<file path="src/rtl/shift_left_unit_pkg.sv">
// Shared constants and types for the datapath left shifter.
// DATA_W is the datapath width; SHIFT_BRANCH turns a word offset into a byte offset.
package shift_left_unit_pkg;

  localparam int DATA_W       = 32;
  localparam int SHIFT_BRANCH = 2;

  typedef logic [$clog2(DATA_W)-1:0] shamt_t;

endpackage

</file>
<file path="src/rtl/shift_left_barrel.sv">
// Combinational log2-stage logical left barrel shifter.
// Also reports whether any 1-bit fell off the MSB end.
module shift_left_barrel
  import shift_left_unit_pkg::*;
#(
  parameter int WIDTH = DATA_W,
  parameter int SHW   = $clog2(WIDTH)
) (
  input  logic [WIDTH-1:0] data,
  input  logic [SHW-1:0]   amt,
  output logic [WIDTH-1:0] res,
  output logic             ovf
);

  logic [WIDTH-1:0] stage_s [0:SHW];
  logic [SHW:0]     ovf_s;

  assign stage_s[0] = data;
  assign ovf_s[0]   = 1'b0;

  // Stage k moves by 2**k.  Each stage drops distinct original bits,
  // so OR-ing the dropped bits gives the overflow of the whole shift.
  for (genvar k = 0; k < SHW; k++) begin : g_stage
    localparam int STEP = 1 << k;
    assign stage_s[k+1] = amt[k] ? {stage_s[k][WIDTH-STEP-1:0], {STEP{1'b0}}}
                                 : stage_s[k];
    assign ovf_s[k+1]   = ovf_s[k] | (amt[k] & (|stage_s[k][WIDTH-1:WIDTH-STEP]));
  end

  assign res = stage_s[SHW];
  assign ovf = ovf_s[SHW];

endmodule

</file>
<file path="src/rtl/shift_left_unit.sv">
// Registered logical left shifter: fixed SHIFT by default, shamt when use_var=1.
// Result, overflow and valid are all registered; no input reaches an output combinationally.
module shift_left_unit
  import shift_left_unit_pkg::*;
#(
  parameter int WIDTH = DATA_W,
  parameter int SHIFT = SHIFT_BRANCH,
  parameter int SHW   = $clog2(WIDTH)
) (
  input  logic             clock,
  input  logic             reset,
  input  logic             enable,
  input  logic             use_var,
  input  logic [SHW-1:0]   shamt,
  input  logic [WIDTH-1:0] sinal,
  output logic [WIDTH-1:0] sinal_deslocado,
  output logic             overflow,
  output logic             valid
);

  localparam logic [SHW-1:0] SHIFT_AMT = SHW'(SHIFT);

  logic [SHW-1:0]   amt_s;
  logic [WIDTH-1:0] res_s;
  logic             ovf_s;
  logic [WIDTH-1:0] data_r;
  logic             ovf_r;
  logic             valid_r;

  // Select run-time or fixed shift amount.
  always_comb begin
    amt_s = SHIFT_AMT;
    if (use_var) begin
      amt_s = shamt;
    end else begin
      amt_s = SHIFT_AMT;
    end
  end

  shift_left_barrel #(
    .WIDTH (WIDTH),
    .SHW   (SHW)
  ) u_barrel (
    .data (sinal),
    .amt  (amt_s),
    .res  (res_s),
    .ovf  (ovf_s)
  );

  // Output registers: load on enable, otherwise hold data and drop valid.
  always_ff @(posedge clock or negedge reset) begin
    if (!reset) begin
      data_r  <= {WIDTH{1'b0}};
      ovf_r   <= 1'b0;
      valid_r <= 1'b0;
    end else if (enable) begin
      data_r  <= res_s;
      ovf_r   <= ovf_s;
      valid_r <= 1'b1;
    end else begin
      valid_r <= 1'b0;
    end
  end

  assign sinal_deslocado = data_r;
  assign overflow        = ovf_r;
  assign valid           = valid_r;

endmodule

</file>
<file path="config.mk">
export PLATFORM = sky130hd
export DESIGN_NAME = shift_left_unit
export DESIGN_NICKNAME = d
export VERILOG_FILES = /design/src/rtl/shift_left_unit_pkg.sv /design/src/rtl/shift_left_barrel.sv /design/src/rtl/shift_left_unit.sv
export SDC_FILE = /design/constraint.sdc
export NUM_CORES = 1
export LEC_CHECK = 0
export BUFFER_PORTS_ARGS = -buffer_cell sky130_fd_sc_hd__clkbuf_2
export CAP_MARGIN = 20
export CORE_MARGIN = 2
export CORE_UTILIZATION = 52
export CTS_BUF_LIST = sky130_fd_sc_hd__clkbuf_4 sky130_fd_sc_hd__clkbuf_8
export DETAILED_ROUTE_END_ITERATION = 7
export HOLD_SLACK_MARGIN = 0.15
export PLACE_DENSITY = 0.86
export SETUP_SLACK_MARGIN = 0.15
export SYNTH_ARGS = -nofsm -noshare
export SYNTH_HDL_FRONTEND = slang
export SYNTH_SLANG_ARGS = --single-unit
</file>
<file path="constraint.sdc">
create_clock -name clock -period 0.8 [get_ports clock]
set_input_delay 0.12 -clock clock [delete_from_list [all_inputs] [get_ports clock]]
set_output_delay 0.12 -clock clock [all_outputs]
set_load 0.005 [all_outputs]
</file>
==> impl_metrics.py, run 1 <==
metrics = {
    "status": {
        "run_status": "did not finish",
        "stop_stage": "global routing",
        "run.stop_error": "[ERROR GRT-0116] Global routing finished with congestion. Check the congestion regions in the DRC Viewer.",
    },
    "yosys": {
        "synth_edf_count": 0,
        "yosysWarnings": 0,
        "ys_seq_area_share_pct": 23.4,
        "synth-adder-area-share_pct": 0,
        "synth_nets": 493,
        "synthSimpleGateAreaFrac_pct": 19.1,
        "synth-main-ff-cell": "dfrtp_1",
        "synth_area_um2": 3640,
        "synth_compound_area_share_pct": 28.4,
        "synth.ff_latch_count": 34,
        "synth_top_family_by_area": "compound AO/OA/AOI/OAI gates",
        "ys_types": 56,
        "synth_xor_area_share_pct": 0,
        "synth.avg_cell_area_um2": 8.06,
        "synthCells": 452,
        "synth_mux_area_share_pct": 20.7,
        "async_flop_share_pct": 100,
    },
    "grt": {
        "grt_pass1_wl_um": 36600,
        "grt_max_degree": 27,
        "track_usage_pct": 64.6,
        "first_global_vias": 6382,
        "grt_overflow": 4,
    },
    "floorplan": {
        "initial_core_util_pct": 53.6,
        "die_x_um": 87.7,
        "die_h_um": 87.7,
        "rows": 30,
        "io_pins": 75,
    },
    "clocking": {
        "cts.path.max_buffers": 2,
        "numCtsBuffers": 5,
        "cts-root-buf": "clkbuf_8",
        "htreeDepth": 2,
        "clkSinkCount": 34,
    },
    "place": {
        "io_buffer_count": 74,
        "dp_hpwl_um": 11700,
        "routabilityCongestion": 1.08,
        "placed_cell_area_um2": 5320,
    },
}
## cell usage after synthesis (5+ instances only)
library cell | n | area, µm²
buf_2 | 18 | 90.1
and3_1 | 8 | 50.1
a211oi_1 | 13 | 97.6
clkbuf_1 | 20 | 75.1
a21oi_1 | 37 | 185
mux4_2 | 9 | 203
nand3_1 | 6 | 30.0
nor4_1 | 8 | 50.1
and2_1 | 7 | 43.8
nor2_1 | 37 | 139
a2111oi_0 | 5 | 43.8
nor3_1 | 5 | 25.0
mux2i_1 | 20 | 200
dfrtp_1 | 34 | 851
nand2_1 | 27 | 101
a22oi_1 | 5 | 37.5
mux2_2 | 31 | 349
inv_1 | 23 | 86.3
o22ai_1 | 36 | 225
nand3b_1 | 7 | 52.6
o21ai_0 | 23 | 115
## per-layer routing
metal / GRT usage [%] / GRT overflow
met2: 85.7 / 1
met1: 67.0 / 0
met3: 41.0 / 0
met4: 63.5 / 3
met5: 6.49 / 0
## timing repair
| action | 4_1_cts |
|---|---|
| resized for setup | 134 |
| buffers inserted | 20 |
| gates cloned | 5 |
| setup endpoints to repair | 67 |
| pin swaps | 36 |
| endpoints found under the hold margin | 35 |
## kinds of logic after synthesis
| logic type | Yosys count |
|---|---|
| AO/OA/AOI/OAI | 158 |
| buffers and inverters | 67 |
| flip-flops | 34 |
| multiplexers | 60 |
| AND/OR/NAND/NOR | 133 |
## per-stage QoR
step	TNS [ps]	cells	setup slack, ps	hold WS (ps)
global placement	-36250	732	-1380	-6.94
CTS	-29510	764	-1060	-317
detailed placement	-38860	732	-1450	-3.32
floorplan	-22580	452	-1120	-176
==> inputs of run 2 (changes only) <==
- CORE_UTILIZATION: 52 -> 40
- CTS_BUF_LIST: sky130_fd_sc_hd__clkbuf_4 sky130_fd_sc_hd__clkbuf_8 -> default
- HOLD_SLACK_MARGIN: 0.15 -> default
- PLACE_DENSITY: 0.86 -> default
- PLACE_DENSITY_LB_ADDON: default -> 0.15
- SETUP_SLACK_MARGIN: 0.15 -> default
- clock period: 0.8 -> 1 ns (I/O delays scaled with it)
==> impl_metrics.py, run 2 <==
metrics = {
    "status": {
        "run_status": "complete, but fails checks",
        "violations": "setup timing",
    },
    "cells_and_area": {
        "nets": 726,
        "largest_reg_flops": 32,
        "final_cell_mix": "buf_4 (128), clkbuf_2 (70), buf_6 (43), dfrtp_1 (34), nor2_1 (30)",
        "drive_gt1_share_pct": 66.3,
        "diodes": 0,
        "fillCellCount": 548,
        "area_growth_pct": 92.7,
        "final_common_cell": "buf_4",
        "utilization_pct": 80.1,
    },
    "grt": {
        "grt_util_met1_pct": 47.8,
        "track_usage_pct": 35.2,
        "first_global_vias": 4779,
        "grt_util_met2_pct": 56.1,
        "grt_overflow": 0,
        "grtUsageMet3_pct": 7.94,
        "top_usage_layer": "met2",
        "grt_pass1_wl_um": 27000,
        "grt_max_degree": 35,
        "antenna_found_initial": 0,
    },
    "timing": {
        "period_share_pct": 190,
        "fin_hold_ws_ps": 277,
        "tightest_slew_ps": 548,
        "period_needed_ps": 1900,
        "max-slew-margin-rel_pct": 63.0,
        "setup_tns_ps": -21350,
        "skew_ps": 0,
        "worst_slack_ps": -896,
        "hold_viol": 0,
        "fmax_mhz": 527,
        "setup_violations": 33,
        "maxSlewViolCount": 0,
        "rsz0062_at_grt": "yes",
    },
    "worst_hold_path": {
        "min_path_type": "input pin to flip-flop",
        "min_delay_path_depth": 2,
        "min-delay-start": "enable",
        "holdPathEnd": "sinal_deslocado[9]",
    },
    "critical_path": {
        "reg2reg_from": "sinal_deslocado[30]",
        "r2r_slack_ps": 230,
        "required_ps": 1170,
        "worstSetupPathType": "input pin to flip-flop",
        "end_kind": "flip-flop",
        "reg2reg_to": "sinal_deslocado[30]",
        "crit_arrival_ps": 2060,
        "r2r_cells": 1,
        "critPathLaunchType": "input pin",
        "path_max_fanout": 7,
    },
    "floorplan": {
        "die_h_um": 99.4,
        "die_x_um": 99.4,
        "coreArea_um2": 8760,
        "rows": 34,
        "initial_core_util_pct": 41.5,
        "io_pins": 75,
        "die_area_um2": 9880,
    },
    "clocking": {
        "htreeDepth": 2,
        "cts-root-buf": "clkbuf_8",
        "numCtsBuffers": 5,
        "clkSinkCount": 34,
        "cts.path.max_buffers": 2,
        "cts_tree": "built",
        "clkTransAtPathRegs_ps": 70,
        "clk_latency_ps": 290,
    },
    "yosys": {
        "synthCells": 452,
        "ys_types": 56,
        "synth_edf_count": 0,
        "synth.ff_latch_count": 34,
        "synth.avg_cell_area_um2": 8.06,
        "yosysWarnings": 0,
        "synth-main-ff-cell": "dfrtp_1",
        "synthTopCellsByArea": "dfrtp_1 (23%), mux2_2 (9.6%), o22ai_1 (6.2%), mux4_2 (5.6%), mux2i_1 (5.5%)",
        "ys_top_cells_by_count": "a21oi_1 (37), nor2_1 (37), o22ai_1 (36), dfrtp_1 (34), mux2_2 (31)",
        "synth_area_um2": 3640,
        "synth_top_area_share_pct": 23.4,
        "yosysTopAreaCell": "dfrtp_1",
        "synth_nets": 493,
        "ys_seq_area_share_pct": 23.4,
        "async_flop_share_pct": 100,
    },
    "detailed_routing": {
        "detail_route.vias_per_cell": 6.41,
        "drtPass1Iterations": 7,
        "drcViolationCount": 0,
        "num_vias": 5087,
        "ant_nets": 0,
        "post_drt_wl_per_cell_um": 23.2,
        "wl_um": 18500,
        "drtIter0Drc": 504,
    },
    "flow_run": {
        "max-cap-violations": 0,
    },
    "place": {
        "place_ws_ps": -1310,
        "io_buffer_count": 74,
        "routabilityCongestion": 0.962,
        "dp_hpwl_um": 12100,
    },
    "power_and_ir_drop": {
        "power_mw": 6.47,
        "p_leak_nw": 3.09,
        "peakVddDrop_mv": 0.996,
        "power.density_nw_per_um2": 922,
    },
}
-- run 2: cell counts after synthesis --
Identical to the previous run, type by type.
-- run 2: worst max path at each step --
| stage | start | end |
|---|---|---|
| floorplan | shamt[1] | overflow |
| global placement | use_var | overflow |
| detailed placement | shamt[0] | sinal_deslocado[29] |
| CTS | shamt[1] | overflow |
| global route | shamt[1] | overflow |
| finish | shamt[1] | overflow |
-- run 2: critical path, stage by stage --
cell and delay (ps):
clkbuf_16 130, or3b_4 430, buf_12 180, o32ai_2 270
nor4_4 90, mux2i_1 190, nand4_1 150, o41ai_2 360
a31oi_1 120
-- run 2: area by class of cell --
class / count / area (µm²) / area share (%)
Sequential cell: 34 / 851 / 12.1
Clock buffer: 7 / 86.3 / 1.23
Inverter: 23 / 90.1 / 1.28
Tap cell: 108 / 135 / 1.93
Timing Repair Buffer: 270 / 2430 / 34.6
Clock inverter: 1 / 5.00 / 0.0713
Multi-Input combinational cell: 351 / 3420 / 48.8
-- run 2: stage by stage --
stage	cells	area, µm²
CTS	780	6570
detailed placement	742	5350
finish	794	7020
global route	794	7020
floorplan	452	4030
global placement	742	5350
-- run 2: kinds of logic (layout without fill, tap and decap cells) --
kind of cell    count (synthesis)  in the layout  share of synthesized area [%]
simple gates                  133            133                           19.1
buf+inv                        67            301                           8.45
flops                          34             34                           23.4
mux                            60             60                           20.7
compound gates                158            158                           28.4
-- run 2: report_power, final --
group          switching (mW)  leakage, nW  internal, mW
combinational            1.78         2.63          1.95
clock                   0.515       0.0482         0.556
sequential              0.109        0.412          1.56
total                    2.41         3.09          4.06
-- run 2: repair_timing --
action / 4_1_cts / 5_1_grt
endpoints found under the hold margin: 34 / 0
pin swaps: 38 / 36
gates cloned: 9 / 0
resized for setup: 159 / 82
endpoints found under the setup margin: 33 / 33
buffers inserted: 23 / 22
hold buffers: 1 / 0
-- run 2: routing by layer --
layer  share of wire, %  vias up
met5                  0        -
met4                3.6        0
met3                9.3       79
met2                 46      344
met1                 41     2467
li1                   -     2197
Note: power is estimated with default switching activity, not from simulation.
